`src/rtl/cw305_cmd_regs_pkg.sv`:
```
// cw305_cmd_pkg: shared constants and types for the CW305 command register block.
//   - Register addresses (REG_INSTR, REG_ADDR, REG_STATUS, REG_RDATA, REG_LEVEL)
//   - STATUS bit positions (ST_*)
//   - status_t: packed view of the STATUS byte, bit 0 is the LSB field
package cw305_cmd_pkg;

   localparam logic [7:0] REG_INSTR  = 8'h00;
   localparam logic [7:0] REG_ADDR   = 8'h01;
   localparam logic [7:0] REG_STATUS = 8'h02;
   localparam logic [7:0] REG_RDATA  = 8'h03;
   localparam logic [7:0] REG_LEVEL  = 8'h04;

   localparam int ST_INSTR_VALID = 0;
   localparam int ST_ADDR_VALID  = 1;
   localparam int ST_BUSY        = 2;
   localparam int ST_RDATA_VALID = 3;
   localparam int ST_FIFO_FULL   = 4;
   localparam int ST_OVERFLOW    = 5;

   // Field order is MSB first so each field lands on its ST_* bit.
   typedef struct packed {
      logic [1:0] reserved;
      logic       overflow;
      logic       fifo_full;
      logic       rdata_valid;
      logic       busy;
      logic       addr_valid;
      logic       instr_valid;
   } status_t;

endpackage

```
`src/rtl/cw305_cmd_regs_cmd_fifo.sv`:
```
// cmd_fifo: synchronous show-ahead FIFO. rdata always shows the head entry.
// Ports:
//   clk, rst        clock, asynchronous active-high reset
//   push, wdata     write request and data (dropped when full unless popping)
//   pop             remove head entry (ignored when empty)
//   rdata           head entry
//   full, empty     occupancy flags
//   level           number of stored entries
module cmd_fifo #(
   parameter int DEPTH = 4,
   parameter int W     = 32,
   localparam int PW   = $clog2(DEPTH),
   localparam int LW   = PW + 1
) (
   input  logic          clk,
   input  logic          rst,
   input  logic          push,
   input  logic [W-1:0]  wdata,
   input  logic          pop,
   output logic [W-1:0]  rdata,
   output logic          full,
   output logic          empty,
   output logic [LW-1:0] level
);

   logic [W-1:0]  mem [DEPTH];
   logic [PW-1:0] wr_ptr;
   logic [PW-1:0] rd_ptr;
   logic [LW-1:0] count;
   logic          do_push;
   logic          do_pop;

   assign full  = (count == LW'(DEPTH));
   assign empty = (count == '0);
   assign level = count;
   assign rdata = mem[rd_ptr];

   // A full FIFO still accepts a push when the head leaves in the same cycle.
   assign do_pop  = pop && !empty;
   assign do_push = push && (!full || do_pop);

   always_ff @(posedge clk or posedge rst) begin
      if (rst) begin
         wr_ptr <= '0;
         rd_ptr <= '0;
         count  <= '0;
         for (int i = 0; i < DEPTH; i++) mem[i] <= '0;
      end else begin
         if (do_push) begin
            mem[wr_ptr] <= wdata;
            wr_ptr      <= wr_ptr + 1'b1;
         end
         if (do_pop) rd_ptr <= rd_ptr + 1'b1;
         count <= count + LW'(do_push) - LW'(do_pop);
      end
   end

endmodule

```
`src/rtl/cw305_cmd_regs.sv`:
```
// cw305_cmd_regs: byte-wide CW305 USB register block feeding the OBI bridge.
// Build option: CW305_CMD_REGS_FIFO_EN selects a FIFO_DEPTH-entry instruction
// queue (cmd_fifo); without it a single holding register is used.
// Ports:
//   clk, rst                   clock, asynchronous active-high reset
//   reg_address/bytecnt/datai  register select, byte lane, write byte
//   reg_write, reg_read        write strobe, read strobe
//   reg_datao                  registered read byte
//   instruction, instr_valid   queued instruction head and non-empty flag
//   rst_instr_valid            bridge pop pulse
//   new_section_address        committed section address
//   addr_valid                 address pending; rst_new_address_valid clears it
//   busy                       bridge busy, visible in STATUS
//   OBI_rvalid, OBI_rdata      OBI read response capture
//
// Handshake: instruction is valid whenever instr_valid=1; the bridge consumes
// it by pulsing rst_instr_valid for one cycle, and the next entry (if any)
// appears on instruction the following cycle. A pulse while empty is ignored.
module cw305_cmd_regs import cw305_cmd_pkg::*; #(
   parameter int ADDR_W     = 8,
   parameter int BYTECNT_W  = 2,
   parameter int FIFO_DEPTH = 4
) (
   input  logic                 clk,
   input  logic                 rst,
   input  logic [ADDR_W-1:0]    reg_address,
   input  logic [BYTECNT_W-1:0] reg_bytecnt,
   input  logic [7:0]           reg_datai,
   input  logic                 reg_write,
   input  logic                 reg_read,
   output logic [7:0]           reg_datao,
   output logic [31:0]          instruction,
   output logic                 instr_valid,
   input  logic                 rst_instr_valid,
   output logic [31:0]          new_section_address,
   output logic                 addr_valid,
   input  logic                 rst_new_address_valid,
   input  logic                 busy,
   input  logic                 OBI_rvalid,
   input  logic [31:0]          OBI_rdata
);

   logic [1:0]  bidx;
   logic        wr_instr, wr_addr, wr_status0;
   logic        instr_push, addr_commit;
   logic [31:0] instr_stage, addr_stage, rdata_q, instr_word;
   logic        fifo_full, overflow, rdata_valid;
   logic [7:0]  level_byte, rd_mux;
   status_t     status;

   assign bidx       = reg_bytecnt[1:0];
   assign wr_instr   = reg_write && (reg_address == ADDR_W'(REG_INSTR));
   assign wr_addr    = reg_write && (reg_address == ADDR_W'(REG_ADDR));
   assign wr_status0 = reg_write && (reg_address == ADDR_W'(REG_STATUS)) && (bidx == 2'd0);

   // The byte-3 write commits using the incoming byte, not the staged copy.
   assign instr_push  = wr_instr && (bidx == 2'd3);
   assign addr_commit = wr_addr && (bidx == 2'd3);
   assign instr_word  = {reg_datai, instr_stage[23:0]};

`ifdef CW305_CMD_REGS_FIFO_EN
   localparam int LVL_W = $clog2(FIFO_DEPTH) + 1;
   logic [LVL_W-1:0] fifo_level;
   logic             fifo_empty;

   cmd_fifo #(.DEPTH(FIFO_DEPTH), .W(32)) u_cmd_fifo (
      .clk   (clk),
      .rst   (rst),
      .push  (instr_push),
      .wdata (instr_word),
      .pop   (rst_instr_valid),
      .rdata (instruction),
      .full  (fifo_full),
      .empty (fifo_empty),
      .level (fifo_level)
   );

   assign instr_valid = !fifo_empty;
   assign level_byte  = 8'(fifo_level);
`else
   // FIFO_DEPTH has no effect with the single holding register.
   localparam int unused_fifo_depth = FIFO_DEPTH;
   logic [31:0] hold_q;
   logic        hold_v;

   always_ff @(posedge clk or posedge rst) begin
      if (rst) begin
         hold_q <= '0;
         hold_v <= 1'b0;
      end else if (instr_push && (!hold_v || rst_instr_valid)) begin
         hold_q <= instr_word;
         hold_v <= 1'b1;
      end else if (rst_instr_valid) begin
         hold_v <= 1'b0;
      end
   end

   assign instruction = hold_q;
   assign instr_valid = hold_v;
   assign fifo_full   = hold_v;
   assign level_byte  = {7'd0, hold_v};
`endif

   always_ff @(posedge clk or posedge rst) begin
      if (rst) begin
         instr_stage         <= '0;
         addr_stage          <= '0;
         new_section_address <= '0;
         addr_valid          <= 1'b0;
         rdata_q             <= '0;
         rdata_valid         <= 1'b0;
         overflow            <= 1'b0;
         reg_datao           <= '0;
      end else begin
         if (wr_instr) instr_stage[{bidx, 3'b000} +: 8] <= reg_datai;
         if (wr_addr)  addr_stage[{bidx, 3'b000} +: 8]  <= reg_datai;

         // A new commit beats a same-cycle clear from the bridge.
         if (addr_commit) begin
            new_section_address <= {reg_datai, addr_stage[23:0]};
            addr_valid          <= 1'b1;
         end else if (rst_new_address_valid) begin
            addr_valid <= 1'b0;
         end

         if (OBI_rvalid) begin
            rdata_q     <= OBI_rdata;
            rdata_valid <= 1'b1;
         end else if (wr_status0 && reg_datai[ST_RDATA_VALID]) begin
            rdata_valid <= 1'b0;
         end

         if (instr_push && fifo_full && !rst_instr_valid) begin
            overflow <= 1'b1;
         end else if (wr_status0 && reg_datai[ST_OVERFLOW]) begin
            overflow <= 1'b0;
         end

         if (reg_read) reg_datao <= rd_mux;
      end
   end

   always_comb begin
      status             = '0;
      status.instr_valid = instr_valid;
      status.addr_valid  = addr_valid;
      status.busy        = busy;
      status.rdata_valid = rdata_valid;
      status.fifo_full   = fifo_full;
      status.overflow    = overflow;
   end

   always_comb begin
      rd_mux = 8'h00;
      if (reg_address == ADDR_W'(REG_STATUS) && bidx == 2'd0) begin
         rd_mux = status;
      end else if (reg_address == ADDR_W'(REG_RDATA)) begin
         rd_mux = rdata_q[{bidx, 3'b000} +: 8];
      end else if (reg_address == ADDR_W'(REG_LEVEL) && bidx == 2'd0) begin
         rd_mux = level_byte;
      end
   end

endmodule

```
`config.mk`:
```
export PLATFORM = sky130hd
export DESIGN_NAME = cw305_cmd_regs
export DESIGN_NICKNAME = d
export VERILOG_FILES = /design/src/rtl/cw305_cmd_regs_pkg.sv /design/src/rtl/cw305_cmd_regs_cmd_fifo.sv /design/src/rtl/cw305_cmd_regs.sv
export SDC_FILE = /design/constraint.sdc
export NUM_CORES = 1
export LEC_CHECK = 0
export CAP_MARGIN = 20
export CORE_ASPECT_RATIO = 1.4
export CORE_MARGIN = 2
export CORE_UTILIZATION = 34
export CTS_CLUSTER_SIZE = 40
export DETAILED_ROUTE_END_ITERATION = 7
export GPL_ROUTABILITY_DRIVEN = 0
export PLACE_DENSITY = 0.57
export SYNTH_ARGS = -nofsm -noshare
export SYNTH_HDL_FRONTEND = slang
export SYNTH_HIERARCHICAL = 1
export SYNTH_SLANG_ARGS = --single-unit
```
`constraint.sdc`:
```
create_clock -name clk -period 5.23 [get_ports clk]
set_clock_uncertainty 0.2 [all_clocks]
set_input_delay 1.046 -clock clk [delete_from_list [all_inputs] [get_ports clk]]
set_output_delay 1.046 -clock clk [all_outputs]
set_load 0.02 [all_outputs]
```
==> out/metrics.yaml <==
status: "completed"
post_cts_buffers: 0
cts-resized-gates: 0
p_per_area_mw_per_mm2: 319
dpl.cell_count: 782
vias: 3893
grt_pass1_wl_mm: 24.0
cts-buffers-inserted: 17
cp_slowest_stage_delay_ns: 0.65
grt_use_total_pct: 15.8
rsz0062_at_grt: "no"
final_common_cell: "dfrtp_1"
cts_max_path_buffers: 2
design_area_mm2: 0.00871
dpl_cell_area_mm2: 0.00805
ys_warn_count: 6
crit_type: "input port to flop"
die_area_mm2: 0.0201
synth-main-ff-cell: "dfrtp_1"
ys_seq_area_share_pct: 60.5
crit_required_ns: 5.33
max_freq_ghz: 0.280
hold_slack_ns: 0.292
cp_num_buf_inv: 2
die_h_um: 167
syn_area_per_cell_um2: 15.4
rows: 59
synth_fp_nets: 482
fillers: 1700
start_util_pct: 34.7
worstPathArrival_ns: 3.67
nets: 620
slew_headroom_pct: 32.5
multi_input_comb_area_mm2: 0.00241
path_delay_family: "simple AND/OR/NAND/NOR gates"
post_drt_wl_per_cell_um: 18.1
mostFrequentLayoutCells: "156 x dfrtp_1, 144 x mux2_2, 131 x clkdlybuf4s50_1"
layoutNonFillerInstCount: 815
startpoint: "reg_address[5]"
leakagePower_nw: 3.97
path_depth: 6
finalHoldViolations: 0
diodes: 0
portBuffers: 131
fin_crit_sh_pct: 68.2
ctsRootBufferMaster: "clkbuf_16"
synth_edf_count: 0
insertion_delay_ns: 0.42
grt_pass1_vias: 4331
async_flop_share_pct: 100
worstPathCellList: "clkdlybuf4s50_1 > nor4_1 > nand4_1 > nor2b_4 > buf_12 > mux2_2"
setup_viol: 0
r2r-start: "instr_valid"
ys_ff_latch: 156
startpoint_type: "input port"
report.final.slew_viol_count: 0
grt_overflow: 0
hold_path.class: "flop to flop"
clock-sinks: 156
synthToLayoutAreaGrowth_pct: 35.0
drc: 0
worstRegToRegCells: 3
grt_max_degree: 95
pin_count: 132
drt-total-wl_mm: 14.8
routed_via_density: 4.78
detail_route.iter0.violations: 137
hold_buffers: 0
path_max_fanout: 18
cts.reportedPaths.clkPinSlew_ns: 0.06
synth.distinct_cells: 35
regArea_mm2: 0.00390
drive_gt1_share_pct: 34.5
min_path_cells: 1
slowest_stage: "nor4_1"
coreArea_mm2: 0.0186
vdd_drop_max_mv: 0.148
post-route-min-period_ns: 3.57
dp_hpwl_mm: 10.5
htreeDepth: 4
maxCapViolCount: 0
ant_nets: 0
first_pass_iters: 4
syn_area_mm2: 0.00645
critPathCaptureType: "flop"
die_x_um: 120
syn_inst: 420
final.setup.tns_ns: 0
fin_util_pct: 46.8
cts_tree: "yes"
min_from: "rdata_valid"
worst_pin_slew_ns: 1.01
r2r_slack_ns: 3.43
antenna_found_initial: 0
==> Yosys cell counts (2+ instances only) <==
cell      instances  share of area (%)
a21o_1            2               0.23
a22oi_1           4               0.47
and2_1           24                2.3
and3b_1           2               0.27
buf_2             9               0.70
buf_6             3               0.52
clkbuf_1          7               0.41
dfrtp_1         156                 60
ha_1              4               0.78
inv_1            11               0.64
mux2_2          144                 25
mux4_2            8                2.8
nand2_1           6               0.35
nand2b_1          3               0.29
nand3_1           2               0.16
nand4_1           3               0.29
nand4b_1          2               0.27
nor2_1            2               0.12
nor2b_1           4               0.39
nor3b_1           2               0.23
nor3b_2           2               0.39
nor4_1            2               0.19
o21ai_0           6               0.47
==> worst paths after layout <==
check	endpoint
max	new_section_address[9]
min	rdata_valid
max reg2reg	instruction[5]
min reg2reg	rdata_valid
max in group asynchronous	new_section_address[20]
min in group asynchronous	rdata_q[27]
==> per-stage QoR <==
stage	power, W	worst slack (ns)
floorplan	0.00136	2.01
global placement	0.00144	1.34
detailed placement	0.00145	1.29
CTS	0.00282	1.73
global route	0.00290	1.55
finish	0.00278	1.66
==> kinds of logic after synthesis <==
logic type / synth area share, %
AOI/OAI and AO/OA: 1.51
adders and majority gates: 0.776
buffers and inverters: 2.27
DFF: 60.5
muxes: 27.9
and+or+nand+nor: 7.04
==> metal layers <==
| layer | GRT usage (%) | share of wire, % |
|---|---|---|
| met4 | 4.85 | 0.93 |
| met1 | 17.9 | 39 |
| met5 | 0 | 0 |
| met3 | 5.17 | 5.3 |
| met2 | 28.0 | 54 |
==> worst register-to-register path, stage by stage (launching register included) <==
cell and delay [ns]:
dfrtp_1 0.42, nand2b_1 0.18, nand3_4 0.43, mux2_2 0.46
==> flip-flops by register name, indices dropped and copies added, names as in the netlist <==
register	cells
addr_stage	24
rdata_valid	1
overflow	1
instruction	32
instr_valid	1
rdata_q	32
new_section_address	32
addr_valid	1
reg_datao	8
instr_stage	24
==> power by group <==
part / total, W / switching [W] / leakage (nW) / internal (W)
Clock: 0.00136 / 0.000472 / 0.324 / 0.000886
Sequential: 0.00125 / 0.0000145 / 2.10 / 0.00124
Combinational: 0.000170 / 0.0000777 / 1.55 / 0.0000926
==> cell type report <==
type | instances | share of cell area, %
Sequential cell | 156 | 44.8
Clock inverter | 10 | 2.14
Timing Repair Buffer | 138 | 15.9
Inverter | 11 | 0.517
Clock buffer | 22 | 5.44
Tap cell | 244 | 3.50
Multi-Input combinational cell | 234 | 27.7
No activity file was read; power rests on OpenSTA's default activity.
